**config.mk**
```make
export PLATFORM = sky130hd
export DESIGN_NAME = cpu_mem_responder
export DESIGN_NICKNAME = d
export VERILOG_FILES = /design/src/rtl/cpu_mem_responder.sv
export SDC_FILE = /design/constraint.sdc
export NUM_CORES = 1
export LEC_CHECK = 0
export CAP_MARGIN = 15
export CORE_MARGIN = 10
export CORE_UTILIZATION = 40
export DETAILED_ROUTE_END_ITERATION = 6
export PLACE_DENSITY = 0.87
export SLEW_MARGIN = 20
export SYNTH_ARGS = -nofsm -noshare
export SYNTH_HDL_FRONTEND = slang
export SYNTH_SLANG_ARGS = --single-unit
```
**constraint.sdc**
```tcl
create_clock -name clk -period 2.2 [get_ports clk]
set_input_delay 0.33 -clock clk [delete_from_list [all_inputs] [get_ports clk]]
set_output_delay 0.33 -clock clk [all_outputs]
set_load 0.01 [all_outputs]
```
**src/rtl/cpu_mem_responder.sv**
```systemverilog
// Arbitrates the CPU instruction and data ports onto one memory port.
// Only one memory transaction is in flight, and every output comes from a register.
module cpu_mem_responder #(
    parameter int DMEM_PRIORITY = 0,
    parameter int ADDR_W        = 16,
    parameter int DATA_W        = 16
) (
    input  logic              clk,
    input  logic              reset,
    input  logic              imem_read,
    input  logic [ADDR_W-1:0] imem_address,
    output logic [DATA_W-1:0] imem_rdata,
    output logic              imem_resp,
    input  logic              dmem_read,
    input  logic              dmem_write,
    input  logic [ADDR_W-1:0] dmem_address,
    input  logic [DATA_W-1:0] dmem_wdata,
    input  logic [1:0]        dmem_byte_enable,
    output logic [DATA_W-1:0] dmem_rdata,
    output logic              dmem_resp,
    output logic              mem_read,
    output logic              mem_write,
    output logic [ADDR_W-1:0] mem_address,
    output logic [DATA_W-1:0] mem_wdata,
    output logic [1:0]        mem_byte_enable,
    input  logic [DATA_W-1:0] mem_rdata,
    input  logic              mem_resp
);
    typedef enum logic [2:0] {IDLE, BUSY_I, BUSY_D, RESP_I, RESP_D} state_t;

    typedef struct packed {
        logic [ADDR_W-1:0] addr;
        logic [DATA_W-1:0] wdata;
        logic [1:0]        be;
        logic              write;
    } req_t;

    state_t            state, state_nxt;
    req_t              req_q, req_nxt;
    logic              last_dmem, last_dmem_nxt;
    logic              mem_read_nxt, mem_write_nxt;
    logic              imem_resp_nxt, dmem_resp_nxt;
    logic [DATA_W-1:0] imem_rdata_nxt, dmem_rdata_nxt;
    logic              dmem_req, grant_d;

    assign dmem_req = dmem_read | dmem_write;

    // Ties go to dmem under fixed priority, otherwise to whoever lost last time.
    always_comb begin
        grant_d = 1'b0;
        if (dmem_req && !imem_read)     grant_d = 1'b1;
        else if (dmem_req && imem_read) grant_d = (DMEM_PRIORITY != 0) ? 1'b1 : !last_dmem;
    end

    always_comb begin
        state_nxt      = state;
        req_nxt        = req_q;
        last_dmem_nxt  = last_dmem;
        mem_read_nxt   = mem_read;
        mem_write_nxt  = mem_write;
        imem_resp_nxt  = 1'b0;
        dmem_resp_nxt  = 1'b0;
        imem_rdata_nxt = imem_rdata;
        dmem_rdata_nxt = dmem_rdata;
        case (state)
            IDLE: begin
                if (grant_d) begin
                    state_nxt     = BUSY_D;
                    req_nxt.addr  = dmem_address;
                    req_nxt.wdata = dmem_wdata;
                    req_nxt.write = dmem_write;
                    // read+write together is a write; reads always fetch the whole word
                    req_nxt.be    = dmem_write ? dmem_byte_enable : 2'b11;
                    mem_write_nxt = dmem_write;
                    mem_read_nxt  = !dmem_write;
                end else if (imem_read) begin
                    state_nxt     = BUSY_I;
                    req_nxt.addr  = imem_address;
                    req_nxt.wdata = '0;
                    req_nxt.write = 1'b0;
                    req_nxt.be    = 2'b11;
                    mem_read_nxt  = 1'b1;
                end
            end
            BUSY_I: begin
                if (mem_resp) begin
                    state_nxt      = RESP_I;
                    mem_read_nxt   = 1'b0;
                    mem_write_nxt  = 1'b0;
                    imem_resp_nxt  = 1'b1;
                    imem_rdata_nxt = mem_rdata;
                end
            end
            BUSY_D: begin
                if (mem_resp) begin
                    state_nxt     = RESP_D;
                    mem_read_nxt  = 1'b0;
                    mem_write_nxt = 1'b0;
                    dmem_resp_nxt = 1'b1;
                    if (!req_q.write) dmem_rdata_nxt = mem_rdata;
                end
            end
            RESP_I: begin
                state_nxt     = IDLE;
                last_dmem_nxt = 1'b0;
            end
            RESP_D: begin
                state_nxt     = IDLE;
                last_dmem_nxt = 1'b1;
            end
            default: state_nxt = IDLE;
        endcase
    end

    always_ff @(posedge clk) begin
        if (reset) begin
            state      <= IDLE;
            req_q      <= '0;
            last_dmem  <= 1'b1;
            mem_read   <= 1'b0;
            mem_write  <= 1'b0;
            imem_resp  <= 1'b0;
            dmem_resp  <= 1'b0;
            imem_rdata <= '0;
            dmem_rdata <= '0;
        end else begin
            state      <= state_nxt;
            req_q      <= req_nxt;
            last_dmem  <= last_dmem_nxt;
            mem_read   <= mem_read_nxt;
            mem_write  <= mem_write_nxt;
            imem_resp  <= imem_resp_nxt;
            dmem_resp  <= dmem_resp_nxt;
            imem_rdata <= imem_rdata_nxt;
            dmem_rdata <= dmem_rdata_nxt;
        end
    end

    assign mem_address     = req_q.addr;
    assign mem_wdata       = req_q.wdata;
    assign mem_byte_enable = req_q.be;

endmodule

```
==> flow_summary.toml, run 1 <==
[route]
wl_per_cell_um = 16.2
vias = 2837
drc = 0
vias_per_cell = 4.97
drt_pass1_iterations = 5
wl_mm = 9.26
postRouteAntennaNets = 0
drt-initial-drc-count = 132

[yosys]
syn-num-nets = 433
synth_cells = 361
ys_ff_latch = 75
ys_types = 38
ys_warn_count = 0
yosysTopAreaCell = "dfxtp_1"
synth_top_area_share = 0.442
ys_top_cells_by_area = "dfxtp_1, buf_4, nand2_1"
synth-edff-count = 0
ys.flop_type = "dfxtp_1"
synth.cell_area_um2 = 3400
ys_seq_area_frac = 0.442
synthArstFlopShare = 0
syn_avg_cell_area_um2 = 9.41

[cells_and_area]
drive_gt1_frac = 0.204
mostFrequentLayoutCell = "clkdlybuf4s50_1"
layout_common_cells = "clkdlybuf4s50_1, dfxtp_1, nand2_1, a21oi_1, nor2_1"
diodes = 0
nets = 533
final_area_um2 = 4800
area_growth_pct = 41.2
fin_cells = 571

[pwr]
p_clk_frac = 0.276
peakVddDrop_uv = 304
p_leak_uw = 0.00169
p_int_uw = 2370
sw_frac_of_total = 0.303
cellPowerDensity_nw_per_um2 = 708
netSwitchingPower_uw = 1030
p_comb_frac = 0.266
power_frac_seq = 0.458

[job]
cap_violations = 0

[setup_path]
reg2reg_depth = 4
r2r_start = "state[1]$_SDFFE_PP0P_"
worst-endpoint-required_ns = 2.41
critPathLaunchType = "flop"
rrSetupSlack_ns = 0.52
crit_fanout = 16
r2r-end = "dmem_rdata[0]$_SDFFE_PP0P_"
crit_type = "reg -> reg"
worstSetupEndpointType = "flop"
worst_ep_arrival_time_ns = 1.90

[timing]
worst_slew_pin_slew_ns = 0.605
fin_crit_sh = 0.765
rsz0062_at_grt = "no"
slew_violations = 0
fin_crit_ns = 1.68
setup_tns_ns = 0
hold_violations = 0
setup_viol = 0
maxSlewHeadroom = 0.596
skew_ns = 0.0146
layout_setup_ws_ns = 0.516
max_freq_mhz = 594

[placement]
pre_cts_ws_ns = 0.237
dp.final_hpwl_mm = 7.06
io_buffers = 141
placed_cell_area_um2 = 4630
gp_congestion = 0.798
dp.cells = 555

[clock_tree]
ctsResizeCount = 0
clk_latency_ns = 0.34
clockBufferDepth = 2
cts_setup_buffers = 0
clkSinkCount = 75
cts_hold_buf = 0
path_clk_slew_ns = 0.09
cts_tree = "done"
root_buffer = "clkbuf_8"
cts-buffers-inserted = 9
htree_levels = 3

[grt]
antenna_found_initial = 0
grt_max_degree = 44
first_global_vias = 2989
grt_pass1_wl_mm = 15.1
gr-total-overflow = 0
track_usage = 0.144

[hold_path]
hold_start = "reset"
worstHoldPathType = "in -> reg"
min_to = "mem_wdata[15]$_SDFFE_PP0P_"
holdPathStages = 2

[floorplan]
die_width_um = 112
initial_core_util = 0.412
pin_count = 142
die_area_um2 = 12600
die_y_um = 112
coreArea_um2 = 8260
rows = 33

[run_status]
status = "complete, no violations"
## stage by stage
stage	total power [uW]	util	hold slack, ns
detailed placement	2500	0.560	0.448
finish	3400	0.581	0.420
CTS	3450	0.581	0.402
global placement	2470	0.560	0.442
floorplan	2150	-	0.457
global route	3600	0.581	0.419
## power by group through the flow
stage | Combinational, uW | Clock (uW) | Sequential, uW
detailed placement | 910 | 0 | 1590
global placement | 889 | 0 | 1580
CTS | 914 | 977 | 1560
finish | 902 | 937 | 1560
global route | 980 | 1050 | 1570
floorplan | 583 | 0 | 1570
## layout make-up
cell class              instances  area, um^2
flip-flops and latches         75        1500
clock inverters                 5        38.8
well taps                     105         131
inverters                       3        11.3
fillers                       712        3460
multi-input cells             223        1460
repair buffers                149        1520
clock buffers                  11         131
## flip-flops by register name (all words and copies together), names as in the netlist
name / flops
req_q: 1
imem_rdata: 16
dmem_rdata: 16
dmem_resp: 1
state: 3
last_dmem: 1
mem_byte_enable: 2
mem_address: 16
imem_resp: 1
mem_write: 1
mem_read: 1
mem_wdata: 16
## cells by family after synthesis
logic type	Yosys count	share of synthesized area
simple gates	131	0.199
compound gates	76	0.182
flops	75	0.442
buf+inv	63	0.130
mux	16	0.0471
## worst max-delay path, stage by stage (launching register included)
cell and delay, ns:
dfxtp_1 0.64, nand2_4 0.13, or4_4 0.59, nand2_1 0.12
a21oi_1 0.07
## worst max path at each step
stage,slack (ns),start,cells after the start,end
floorplan,0.75,state[1]$_SDFFE_PP0P_,7,dmem_rdata[10]$_SDFFE_PP0P_
global placement,0.29,mem_resp,5,dmem_rdata[14]$_SDFFE_PP0P_
detailed placement,0.24,dmem_write,5,mem_address[3]$_SDFFE_PP0P_
CTS,0.52,state[0]$_SDFFE_PP0P_,5,mem_address[0]$_SDFFE_PP0P_
global route,0.39,state[0]$_SDFFE_PP0P_,5,mem_address[8]$_SDFFE_PP0P_
finish,0.52,state[1]$_SDFFE_PP0P_,4,dmem_rdata[0]$_SDFFE_PP0P_
## routing by layer
| layer | wire, um | global-route usage | vias up |
|---|---|---|---|
| li1 | - | - | 1380 |
| met1 | 3610 | 0.150 | 1330 |
| met2 | 4500 | 0.246 | 115 |
| met3 | 1040 | 0.0751 | 12 |
| met4 | 107 | 0.0465 | 0 |
| met5 | 0 | 0 | - |
## cell usage after synthesis (5+ instances only)
cell / n
buf_4: 40
mux2i_1: 16
clkbuf_1: 8
nor2_1: 28
buf_2: 5
nand2_1: 49
nor2_2: 10
a21oi_1: 29
a211oi_2: 12
a22oi_2: 10
dfxtp_1: 75
buf_6: 6
a22oi_1: 6
nand2_2: 20
a21oi_2: 10
Power figures use the tool's default switching activity.
==> run 2, diff against run 1 <==
==> constraint.sdc (replaced) <==
create_clock -name clk -period 1.6 [get_ports clk]
set_input_delay 0.24 -clock clk [delete_from_list [all_inputs] [get_ports clk]]
set_output_delay 0.24 -clock clk [all_outputs]
set_load 0.01 [all_outputs]
==> run 2 against run 1 <==
Effect of this change: setup slack worse by 0.44 ns; first-iteration DRC count decreased by 11%; combinational power up 46%; design area rose by 3.5%; sequential cell count is the same; critical path type is now reg -> out; largest power group unchanged.
==> flow_summary.toml, run 2 (synthesized netlist as in run 1, its figures left out) <==
[run_status]
status = "complete, no violations"

[hold_path]
worstHoldPathType = "in -> reg"

[placement]
gp_congestion = 0.776
pre_cts_ws_ns = -0.150
io_buffers = 141
dp.final_hpwl_mm = 7.14

[timing]
layout_setup_ws_ns = 0.0799
fin_crit_ns = 1.52
hold_violations = 0
maxSlewHeadroom = 0.793
max_freq_mhz = 658
fin_crit_sh = 0.950
worst_slew_pin_slew_ns = 0.308
skew_ns = 0.0119
setup_viol = 0
slew_violations = 0
rsz0062_at_grt = "no"

[setup_path]
worst-endpoint-required_ns = 1.36
cp_top_family = "buffers and inverters"
critPathLaunchType = "flop"
crit_type = "reg -> out"
r2r-end = "mem_address[10]$_SDFFE_PP0P_"
crit_fanout = 3
crit_start = "mem_write$_SDFFE_PP0P_"
crit_buf_inv = 1
crit_chain = "clkdlybuf4s50_1"
worstSetupEndpointType = "output port"
crit_cells = 1
critPathSlowestCell = "clkdlybuf4s50_1"
r2r_start = "state[0]$_SDFFE_PP0P_"
slowest_delay_ns = 0.57
worst_ep_arrival_time_ns = 1.28
crit_path_end = "mem_write"
rrSetupSlack_ns = 0.11
reg2reg_depth = 5

[cells_and_area]
nets = 547
layout_common_cells = "clkdlybuf4s50_1, dfxtp_1, nand2_1, a21oi_1, nor2_1"
fin_util = 0.601
diodes = 0
drive_gt1_frac = 0.227
mostFrequentLayoutCell = "clkdlybuf4s50_1"
area_growth_pct = 46.1

[pwr]
peakVddDrop_uv = 506
p_leak_uw = 0.00180
cellPowerDensity_nw_per_um2 = 985

[floorplan]
die_area_um2 = 12600
coreArea_um2 = 8260
pin_count = 142
die_y_um = 112
die_width_um = 112
initial_core_util = 0.412
rows = 33

[clock_tree]
root_buffer = "clkbuf_8"
cts-buffers-inserted = 9
cts_setup_buffers = 0
clkSinkCount = 75
cts_tree = "done"
path_clk_slew_ns = 0.08
clockBufferDepth = 2
htree_levels = 3
clk_latency_ns = 0.35

[route]
drc = 0
wl_mm = 9.17
postRouteAntennaNets = 0
wl_per_cell_um = 15.7
drt-initial-drc-count = 118
vias = 2847
drt_pass1_iterations = 4
vias_per_cell = 4.87

[job]
cap_violations = 0

[grt]
gr-total-overflow = 0
track_usage = 0.140
antenna_found_initial = 0
first_global_vias = 2926
grt_max_degree = 42
grt_pass1_wl_mm = 14.5
-- run 2: cell count changes in the layout (fill, tap and decap cells not counted) --
cell | before | now
buf_4 | 5 | 16
buf_12 | 4 | 7
clkinvlp_4 | 4 | 2
bufinv_16 | 0 | 1
clkdlybuf4s50_1 | 140 | 139
clkinv_4 | 0 | 1
dlymetal6s2s_1 | 0 | 1
-- run 2: final cells by class --
class                           instances  area (um^2)
Clock buffer                           11          131
Fill cell                             662         3290
Clock inverter                          5         62.6
Inverter                                3         11.3
Timing Repair Buffer                  163         1660
Sequential cell                        75         1500
Multi-Input combinational cell        223         1460
Tap cell                              105          131
-- run 2: where the power goes --
group          total [uW]  internal [uW]  switching, uW
Clock                1450            730            720
Sequential           2120           2020           96.6
Combinational        1320            715            605
Total                4890           3470           1420
-- run 2: worst min path at each step --
| stage | from | endpoint | cells after the start |
|---|---|---|---|
| after global placement | imem_rdata[3]$_SDFFE_PP0P_ | imem_rdata[3]$_SDFFE_PP0P_ | 2 |
| after global routing | reset | mem_address[5]$_SDFFE_PP0P_ | 2 |
| after floorplan | mem_rdata[10] | dmem_rdata[10]$_SDFFE_PP0P_ | 2 |
| after detailed placement | imem_rdata[2]$_SDFFE_PP0P_ | imem_rdata[2]$_SDFFE_PP0P_ | 2 |
| after CTS | reset | mem_address[1]$_SDFFE_PP0P_ | 2 |
| final | reset | mem_address[1]$_SDFFE_PP0P_ | 2 |
-- run 2: worst reg2reg max path: cells and delay by family (launching register included) --
kind	cells	cell delay, ns
and+or+nand+nor	3	0.60
DFF	1	0.36
AOI/OAI and AO/OA	1	0.24
buffers and inverters	1	0.21
-- run 2: what timing repair did --
item / 4_1_cts / 5_1_grt
gates resized for setup: 0 / 1
hold buffers: 0 / 0
endpoints found under the hold margin: 0 / 0
setup endpoints to repair: 0 / 1
-- run 2: layer usage --
| metal | vias up | global-route usage | part of all wire |
|---|---|---|---|
| li1 | 1415 | - | - |
| met1 | 1305 | 0.148 | 0.39 |
| met2 | 118 | 0.239 | 0.50 |
| met3 | 9 | 0.0751 | 0.096 |
| met4 | 0 | 0.0364 | 0.012 |
| met5 | - | 0 | 0 |
-- run 2: per-stage QoR --
| step | setup TNS [ns] | hold slack [ns] | instances | cell area [um^2] | total power, uW |
|---|---|---|---|---|---|
| floorplan | 0 | 0.367 | 361 | 3400 | 2960 |
| global placement | -2.72 | 0.443 | 569 | 4770 | 3450 |
| detailed placement | -5.06 | 0.447 | 569 | 4770 | 3500 |
| CTS | 0 | 0.267 | 585 | 4960 | 4950 |
| global route | 0 | 0.259 | 585 | 4970 | 5150 |
| finish | 0 | 0.279 | 585 | 4970 | 4890 |
==> variant (config.mk and constraints of run 2) <==
The 5 states of `state_t` get a one-hot encoding in 5 bits.
--- a/src/rtl/cpu_mem_responder.sv
+++ b/src/rtl/cpu_mem_responder.sv
@@ -27,5 +27,5 @@
     input  logic              mem_resp
 );
-    typedef enum logic [2:0] {IDLE, BUSY_I, BUSY_D, RESP_I, RESP_D} state_t;
+    typedef enum logic [4:0] {IDLE = 5'b00001, BUSY_I = 5'b00010, BUSY_D = 5'b00100, RESP_I = 5'b01000, RESP_D = 5'b10000} state_t;
 
     typedef struct packed {
Formal check against the unedited RTL: no difference found for any inputs over 10 cycles, from zero or initial values and one cycle with reset high; not proved beyond that.
==> variant against run 2 <==
The flow now finishes with violations (setup timing); worst setup slack got worse by 0.23 ns; wire length rose by 14%; critical endpoint is now mem_address[4]; area after synthesis is 3.2% lower; sequential share of layout area decreased by 1.8 points; fmax decreased by 13%; core utilization is 7.1 points higher; sequential cell count increased by 2; power rose by 11%; synthesized cell count shrank 8.9%; combinational power increased by 39%; cell area up 9.6%; clock skew decreased by 0.0017 ns.
==> variant: results (changes against run 2) <==
Parameter                              Value

Run status
  Result of the run ... finished, violations left
  Violations in the final reports ... setup timing

Timing
  Largest clock skew in the final design ... 0.0102 ns (-0.00172 ns)
  Final worst-path setup slack ... -0.145 ns (-0.225 ns)
  Worst Tran Pin Value ... 0.559 ns (+0.250 ns)
  Count of final setup violators ... 68 (+68)

Layout
  Proportion of layout cells with a drive suffix above 1 ... 24.7% (+2.0 points)
  Net count reported at finish ... 540 (-1.3%)
  Number of fill cells in the layout ... 638 (-3.6%)

GRT
  Overall track demand over capacity in global routing ... 15.3% (+1.3 points)
  Via count of the first global-routing pass ... 3067 (+4.8%)
  Pin count of the biggest net entering global routing ... 27 (-36%)
  First-pass GRT wire length ... 15.8 mm (+8.8%)

Setup path
  Family with the most delay on the worst path ... simple AND/OR/NAND/NOR gates
  Delay of the slowest critical-path stage ... 0.42 ns (-0.15 ns)
  CP max stage cell ... or3b_4
  Type of the worst setup path ... reg2reg
  Largest fanout on the critical path ... 9 (+6)
  Arrival time reported for the critical path endpoint ... 1.99 ns (+0.71 ns)
  Crit path from ... state[2]

Detailed routing
  Detailed-routing iteration count for the pre-antenna-repair pass ... 4 (unchanged)
  Detailed Route Iter0 Violations ... 51 (-57%)
  Via density per instance ... 5.00 (+2.7%)
  Detailed Route WL ... 10.5 mm (+14%)

Pwr
  Worst VDD drop ... 0.000770 V (+52%)
  Leakage power summed over all cells ... 2.18 nW (+21%)

Clocking
  Level count of the clock H-tree ... 3 (unchanged)

Place
  Routability cong. ... 0.795 (+2.5%)
  Post-DP HPWL ... 6.94 mm (-2.7%)
  I/O Buffers ... 141 (unchanged)

Synth
  Area contributors post-synth ... dfxtp_1 (47%), mux2i_1 (15%), buf_4 (8.2%)
  Share of flip-flops with an asynchronous set or reset after synthesis ... 0% (unchanged)
  Syn Nets ... 401 (-7.4%)
  Portion of the post-synthesis area used by sequential elements ... 46.9% (+2.7 points)
  Post-synth top cells ... dfxtp_1 (77), nor2_1 (71), mux2i_1 (48), buf_4 (36), a211oi_1 (16)
==> variant: cell types whose count changed in the layout (fill, tap and decap cells not counted), moves of 3 or more <==
| cell | before | now |
|---|---|---|
| a21oi_1 | 29 | 2 |
| a21oi_2 | 10 | 1 |
| buf_4 | 16 | 19 |
| buf_6 | 0 | 10 |
| clkbuf_16 | 0 | 6 |
| clkinv_2 | 0 | 4 |
| dfxtp_2 | 0 | 4 |
| mux2i_1 | 16 | 46 |
| nand2_1 | 49 | 4 |
| nand2_2 | 20 | 0 |
| nor2_1 | 28 | 63 |
| nor2_2 | 10 | 6 |
| nor4_1 | 3 | 0 |
==> variant: area by class of cell <==
class	instances	area, µm²	share of cell area [%]
Sequential cell	77	1550	28.4
Clock inverter	7	66.3	1.22
Timing Repair Buffer	186	2030	37.4
Inverter	3	11.3	0.207
Clock buffer	9	124	2.28
Multi-Input combinational cell	191	1530	28.1
Tap cell	105	131	2.41
==> variant: what timing repair did <==
| item | CTS | global route |
|---|---|---|
| gates cloned | 5 | 7 |
| pin swaps | 3 | 13 |
| gates resized for setup | 22 | 24 |
| setup buffers | 6 | 6 |
| setup endpoints to repair | 44 | 71 |
==> variant: metrics by stage <==
step	TNS [ns]	instances	instance area [µm²]	setup slack [ns]
6_report	-4.31	578	5440	-0.145
5_1_grt	-8.78	578	5440	-0.240
4_1_cts	-2.47	565	5120	-0.0876
3_5_place_dp	-18.51	538	4710	-0.397
3_3_place_gp	-16.01	538	4710	-0.311
2_1_floorplan	-7.48	329	3370	-0.321
==> variant: routing by layer <==
| metal | vias up | track usage (%) | wire length (µm) |
|---|---|---|---|
| met1 | 1383 | 16.8 | 4190 |
| met3 | 2 | 7.63 | 929 |
| met4 | 0 | 2.43 | 27 |
| met5 | - | 0 | 0 |
| met2 | 104 | 26.4 | 5320 |
| li1 | 1399 | - | - |
==> variant: where the power goes <==
| group | switching [mW] | internal (mW) | leakage (nW) |
|---|---|---|---|
| combinational | 0.755 | 1.08 | 1.45 |
| clock | 0.711 | 0.712 | 0.0987 |
| sequential | 0.101 | 2.08 | 0.629 |
==> variant: logic make-up after synthesis <==
| kind of cell | Yosys count | synth area share, % |
|---|---|---|
| XOR/XNOR | 1 | 0.266 |
| multiplexers | 48 | 14.6 |
| AND/OR/NAND/NOR | 97 | 14.2 |
| AO/OA/AOI/OAI | 44 | 11.4 |
| flip-flops | 77 | 46.9 |
| buffers and inverters | 62 | 12.7 |
==> variant: path summary, 6_finish.rpt <==
| kind | endpoint | slack (ns) | cells after the start |
|---|---|---|---|
| max | mem_address[4] | -0.15 | 6 |
| min reg2reg | req_q[0] | 0.48 | 2 |
| min | last_dmem | 0.28 | 3 |
| max reg2reg | mem_address[4] | -0.15 | 6 |
